## src/rtl/alu_issue_ctrl_pkg.sv

```systemverilog
// Shared definitions for the ALU issue sequencer: ALU op codes, sequencer states,
// instruction field positions and the R-type opf -> op_code mapping.
// Ports: none (package).
package definitions;

  typedef enum logic [1:0] {
    OP_OR  = 2'b00,
    OP_AND = 2'b01,
    OP_ADD = 2'b10,
    OP_SUB = 2'b11
  } op_code;

  typedef enum logic [1:0] {
    IDLE = 2'b00,
    READ = 2'b01,
    EXEC = 2'b10,
    WB   = 2'b11
  } issue_state_t;

  // R-type opf encodings (instr[14:13])
  localparam logic [1:0] OPF_OR  = 2'b00;
  localparam logic [1:0] OPF_AND = 2'b01;
  localparam logic [1:0] OPF_ADD = 2'b10;
  localparam logic [1:0] OPF_SUB = 2'b11;

  // Instruction field positions
  localparam int LI_BIT  = 15;
  localparam int OPF_LSB = 13;
  localparam int RD_LSB  = 11;
  localparam int RS_LSB  = 9;
  localparam int RT_LSB  = 7;
  localparam int IMM_LSB = 0;
  localparam int IMM_W   = 8;

  function automatic op_code opf_to_op(input logic [1:0] opf);
    op_code op;
    case (opf)
      OPF_OR:  op = OP_OR;
      OPF_AND: op = OP_AND;
      OPF_ADD: op = OP_ADD;
      default: op = OP_SUB;
    endcase
    return op;
  endfunction

endpackage

```

## src/rtl/alu_issue_ctrl_reg_file.sv

```systemverilog
// Register file for the issue sequencer: 2**REG_AW x DATA_W, two async operand read
// ports plus an async debug read port, one synchronous write port, async active-low clear.
// Ports: clk, rst_n, i_we/i_waddr/i_wdata, i_raddr_a/o_rdata_a, i_raddr_b/o_rdata_b, i_dbg_addr/o_dbg_data.
module reg_file #(
  parameter int DATA_W = 32,
  parameter int REG_AW = 2
) (
  input  logic              clk,
  input  logic              rst_n,
  input  logic              i_we,
  input  logic [REG_AW-1:0] i_waddr,
  input  logic [DATA_W-1:0] i_wdata,
  input  logic [REG_AW-1:0] i_raddr_a,
  output logic [DATA_W-1:0] o_rdata_a,
  input  logic [REG_AW-1:0] i_raddr_b,
  output logic [DATA_W-1:0] o_rdata_b,
  input  logic [REG_AW-1:0] i_dbg_addr,
  output logic [DATA_W-1:0] o_dbg_data
);

  localparam int NREG = 2 ** REG_AW;

  logic [DATA_W-1:0] r_mem [NREG];

  always_ff @(posedge clk or negedge rst_n) begin
    if (!rst_n) begin
      for (int i = 0; i < NREG; i++) begin
        r_mem[i] <= '0;
      end
    end else if (i_we) begin
      r_mem[i_waddr] <= i_wdata;
    end
  end

  assign o_rdata_a  = r_mem[i_raddr_a];
  assign o_rdata_b  = r_mem[i_raddr_b];
  assign o_dbg_data = r_mem[i_dbg_addr];

endmodule

```

## src/rtl/alu_issue_ctrl.sv

```systemverilog
// Instruction sequencer driving an external combinational ALU: accepts 16-bit instructions
// over valid/ready, reads operands, issues op/operands, captures result/zero, writes back.
// Ports: clk, rst_n, instr_valid_i/instr_ready_o/instr_i, op_o/rs_o/rt_o -> ALU,
// result_i/zero_i <- ALU, done_o, zero_flag_o, busy_o, dbg_addr_i/dbg_data_o.
module alu_issue_ctrl
  import definitions::*;
#(
  parameter int DATA_W = 32,
  parameter int REG_AW = 2
) (
  input  logic              clk,
  input  logic              rst_n,
  input  logic              instr_valid_i,
  output logic              instr_ready_o,
  input  logic [15:0]       instr_i,
  output op_code            op_o,
  output logic [DATA_W-1:0] rs_o,
  output logic [DATA_W-1:0] rt_o,
  input  logic [DATA_W-1:0] result_i,
  input  logic              zero_i,
  output logic              done_o,
  output logic              zero_flag_o,
  output logic              busy_o,
  input  logic [REG_AW-1:0] dbg_addr_i,
  output logic [DATA_W-1:0] dbg_data_o
);

  issue_state_t r_state, w_next;

  // Fields latched at acceptance
  logic              r_is_li;
  op_code            r_op;
  logic [REG_AW-1:0] r_rd, r_rs_a, r_rt_a;
  logic [IMM_W-1:0]  r_imm;

  // Issued operands and captured ALU outputs
  op_code            r_op_o;
  logic [DATA_W-1:0] r_rs_o, r_rt_o;
  logic [DATA_W-1:0] r_res;
  logic              r_zero;
  logic              r_zero_flag;

  logic              w_accept;
  logic [DATA_W-1:0] w_rdata_a, w_rdata_b;

  assign w_accept = (r_state == IDLE) && instr_valid_i;

  always_ff @(posedge clk or negedge rst_n) begin
    if (!rst_n) r_state <= IDLE;
    else        r_state <= w_next;
  end

  always_comb begin
    w_next = r_state;
    case (r_state)
      IDLE:    if (instr_valid_i) w_next = READ;
      READ:    w_next = EXEC;
      EXEC:    w_next = WB;
      default: w_next = IDLE;
    endcase
  end

  always_ff @(posedge clk or negedge rst_n) begin
    if (!rst_n) begin
      r_is_li     <= 1'b0;
      r_op        <= OP_OR;
      r_rd        <= '0;
      r_rs_a      <= '0;
      r_rt_a      <= '0;
      r_imm       <= '0;
      r_op_o      <= OP_OR;
      r_rs_o      <= '0;
      r_rt_o      <= '0;
      r_res       <= '0;
      r_zero      <= 1'b0;
      r_zero_flag <= 1'b0;
    end else begin
      if (w_accept) begin
        r_is_li <= instr_i[LI_BIT];
        // LI rides the OR path with rt=0, so the ALU sees one uniform operation
        r_op    <= instr_i[LI_BIT] ? OP_OR : opf_to_op(instr_i[OPF_LSB +: 2]);
        r_rd    <= instr_i[RD_LSB +: REG_AW];
        r_rs_a  <= instr_i[RS_LSB +: REG_AW];
        r_rt_a  <= instr_i[RT_LSB +: REG_AW];
        r_imm   <= instr_i[IMM_LSB +: IMM_W];
      end
      // Operand registers only change in READ, so the ALU inputs stay stable in IDLE
      if (r_state == READ) begin
        r_op_o <= r_op;
        r_rs_o <= r_is_li ? {{(DATA_W-IMM_W){1'b0}}, r_imm} : w_rdata_a;
        r_rt_o <= r_is_li ? '0 : w_rdata_b;
      end
      if (r_state == EXEC) begin
        r_res  <= result_i;
        r_zero <= zero_i;
      end
      if (r_state == WB) begin
        r_zero_flag <= r_zero;
      end
    end
  end

  reg_file #(
    .DATA_W (DATA_W),
    .REG_AW (REG_AW)
  ) u_reg_file (
    .clk        (clk),
    .rst_n      (rst_n),
    .i_we       (r_state == WB),
    .i_waddr    (r_rd),
    .i_wdata    (r_res),
    .i_raddr_a  (r_rs_a),
    .o_rdata_a  (w_rdata_a),
    .i_raddr_b  (r_rt_a),
    .o_rdata_b  (w_rdata_b),
    .i_dbg_addr (dbg_addr_i),
    .o_dbg_data (dbg_data_o)
  );

  assign instr_ready_o = (r_state == IDLE);
  assign busy_o        = (r_state != IDLE);
  assign done_o        = (r_state == WB);
  assign op_o          = r_op_o;
  assign rs_o          = r_rs_o;
  assign rt_o          = r_rt_o;
  assign zero_flag_o   = r_zero_flag;

endmodule

```

## config.mk

```make
export PLATFORM = sky130hd
export DESIGN_NAME = alu_issue_ctrl
export DESIGN_NICKNAME = d
export VERILOG_FILES = /design/src/rtl/alu_issue_ctrl_pkg.sv /design/src/rtl/alu_issue_ctrl_reg_file.sv /design/src/rtl/alu_issue_ctrl.sv
export SDC_FILE = /design/constraint.sdc
export NUM_CORES = 1
export LEC_CHECK = 0
export ABC_AREA = 0
export BUFFER_PORTS_ARGS = -buffer_cell sky130_fd_sc_hd__buf_2
export CAP_MARGIN = 20
export CORE_UTILIZATION = 60
export DETAILED_ROUTE_END_ITERATION = 12
export HOLD_SLACK_MARGIN = 0.12
export PLACE_DENSITY = 0.86
export SLEW_MARGIN = 20
export SYNTH_ARGS = -nofsm -noshare
export SYNTH_HDL_FRONTEND = slang
export SYNTH_HIERARCHICAL = 1
export SYNTH_SLANG_ARGS = --single-unit
```

## constraint.sdc

```tcl
create_clock -name clk -period 2.7 [get_ports clk]
set_clock_uncertainty 0.2 [all_clocks]
set_input_delay 0.405 -clock clk [delete_from_list [all_inputs] [get_ports clk]]
set_output_delay 0.405 -clock clk [all_outputs]
set_load 0.05 [all_outputs]
```

==> run summary <==
status - complete, no violations
Die Area - 20400 µm²
DP HPWL - 17.0 mm
htree depth - 1
cell family with most CP delay - buffers and inverters
reg2reg path depth - 4
Required @ worst endpoint - 2100 ps
Area Growth Syn to Fin - 21.4%
first-pass GRT wire length - 44.0 mm
VDD IR-drop max - 960 µV
WHS - 155 ps
worst r2r src - r_rs_a[0]
cell seen most often among critical-path stages - inv_1
Arr. time, crit path - 1710 ps
die height - 143 µm
Clk pin slew, worst setup/hold paths - 60 ps
DRC - 0
initial antenna violation count - 0
Worst path max stage delay - 440 ps
crit share post-route - 85.7%
setup TNS - 0 ps
Crit. End Element - output pin
clock buffer depth - 3
critical path fanouts, max - 5
register bit total from synthesis - 246
ANT nets after route - 0
number of setup violations in the final report - 0
Post-Route WL - 27.8 mm
largest net degree at the start of global routing - 78
Synth Warn # - 6
Tot GR Track Use - 28.6%
Max Slew Vio Count - 0
CP startpoint - r_state[0]
Synth Net Count - 848
synthesized netlist cell count - 790
Worst Setup Path Type - register to output pin
total iterations of the first detailed-routing run - 4
dpl cells - 1176
total congestion overflow - 0
top cell type's share of synthesized area - 51.8%
Max Cap Viol - 0
register area - 6160 µm²
vias in the first global route - 8064
Final Hold Viols - 0
Core Area - 19500 µm²
diode count - 0
DR vias/cell - 6.06
commonest non-fill, non-tap cell in the layout - dfrtp_1
top cell type by total area after synthesis - dfrtp_1
crit path launch type - register
Pleak - 6.36 nW
final worst slack - 387 ps
postcts setup bufs - 0
fin crit period - 2310 ps
achievable frequency - 432 MHz
Clock Sinks - 246
Starting Density - 61.1%
syn avg cell area - 15.0 µm²
Fillers - 1206
synthesized area - 11900 µm²
clk_lat worst skew - 520 ps
root buf cell - clkbuf_16
count of different cell masters after synthesis - 23
multi-input logic area - 5230 µm²
CTS tree - built
CTS resizes - 0
slowest CP cell - dfrtp_1
Slew Limit Headroom - 57.4%
PD cells - 1410 nW/µm²
Crit path depth - 4
RSZ-0062 raised after global routing - no
final estimated routing congestion in global placement - 0.769
routed len/inst - 21.8 µm
Place WS - 427 ps
I/O Pins - 156
CP cell instances - inv_1 > ha_1 > inv_1 > buf_2
DR vias - 7709
detailed router's first-iteration violation count - 440
Hold Path Class - input port to asynchronous set/reset pin
die width - 143 µm
CTS buffer count - 26
Worst Setup EP - busy_o
row count - 51
PortBufs - 155
Seq/Total Area, Yosys - 51.8%
nets - 1048
most frequent cells in the layout - dfrtp_1, mux2_2, buf_2
share of layout cells above drive strength 1 - 49.7%
synth top area cells - dfrtp_1, mux4_2, mux2_2, nand3b_1, o21ai_0
CP bufs+invs - 3
worst slew pin tran - 640 ps
non-filler cells, final - 1273
R2R setup slack - 580 ps
Critical R2R Capture - rs_o[23]
==> final cells by class <==
class	count	area share [%]
Clock inverter	7	0.789
Clock buffer	39	5.13
Multi-Input combinational cell	426	36.2
Tap cell	265	2.30
Sequential cell	246	42.7
Inverter	59	1.53
Timing Repair Buffer	231	11.3
==> through the flow <==
| step | util, % | power (mW) | instance area, µm² |
|---|---|---|---|
| floorplan | - | 14.2 | 11900 |
| global placement | 67.2 | 16.3 | 13100 |
| detailed placement | 67.2 | 16.6 | 13100 |
| CTS | 74.2 | 20.4 | 14400 |
| global route | 74.2 | 21.4 | 14400 |
| finish | 74.2 | 20.3 | 14400 |
==> kinds of logic after synthesis <==
| family | share of synthesized area, % |
|---|---|
| simple gates | 4.27 |
| fa+ha+maj | 0.421 |
| compound gates | 2.77 |
| mux | 36.3 |
| buf+inv | 4.43 |
| flops | 51.8 |
==> flip-flops by register name, indices dropped and copies added (netlist names) <==
register,flops
op_o,2
r_imm,7
r_is_li,1
r_op,2
r_rd,2
r_res,32
r_rs_a,2
r_rt_a,2
r_state,2
r_zero,1
rs_o,32
rt_o,32
u_reg_file/r_mem,128
zero_flag_o,1
==> synth_stat cells <==
cell type  instances
mux2_1             2
nor2b_1            2
nor3b_2            1
buf_4             11
nand3_1            1
mux2_2           169
buf_6              1
buf_1              9
o22a_1             1
nand2b_1           1
dfrtp_1          246
ha_1               4
nand2_2            1
buf_2             28
mux2i_1            8
clkbuf_1          10
a21oi_1            8
mux4_2            96
nand3b_1          58
nor2_1             8
o21ai_0           56
inv_1             59
mux2_4            10
==> per-layer routing <==
| metal | up-vias | share of wire (%) | GRT usage [%] |
|---|---|---|---|
| li1 | 3325 | - | - |
| met1 | 4037 | 41 | 39.1 |
| met2 | 302 | 51 | 47.9 |
| met3 | 45 | 6.0 | 4.29 |
| met4 | 0 | 1.9 | 8.49 |
| met5 | - | 0 | 0 |
==> report_power, final <==
part / total (mW) / switching (mW) / leakage, nW / internal (mW)
sequential: 7.30 / 1.87 / 3.02 / 5.43
clock: 3.57 / 1.39 / 0.417 / 2.17
combinational: 9.46 / 4.95 / 2.93 / 4.51
total: 20.3 / 8.21 / 6.36 / 12.1
==> worst min path at each step <==
stage                      from                     to  cells past startpoint
after global placement    rst_n  u_reg_file/r_mem[121]                      1
after floorplan           rst_n                op_o[0]                      0
after CTS                 rst_n   u_reg_file/r_mem[91]                      2
final                     rst_n  u_reg_file/r_mem[123]                      2
after detailed placement  rst_n  u_reg_file/r_mem[121]                      1
after global routing      rst_n   u_reg_file/r_mem[91]                      2
==> timing repair <==
item	CTS	global route
hold buffers	51	0
endpoints found under the setup margin	0	0
hold endpoints to repair	297	0
==> worst reg2reg max path, stage by stage, from the launching register on <==
cell	delay (ps)
dfrtp_2	750
buf_12	290
mux4_2	550
nand3b_1	110
o21ai_0	90
No activity file was read; power rests on OpenSTA's default activity.
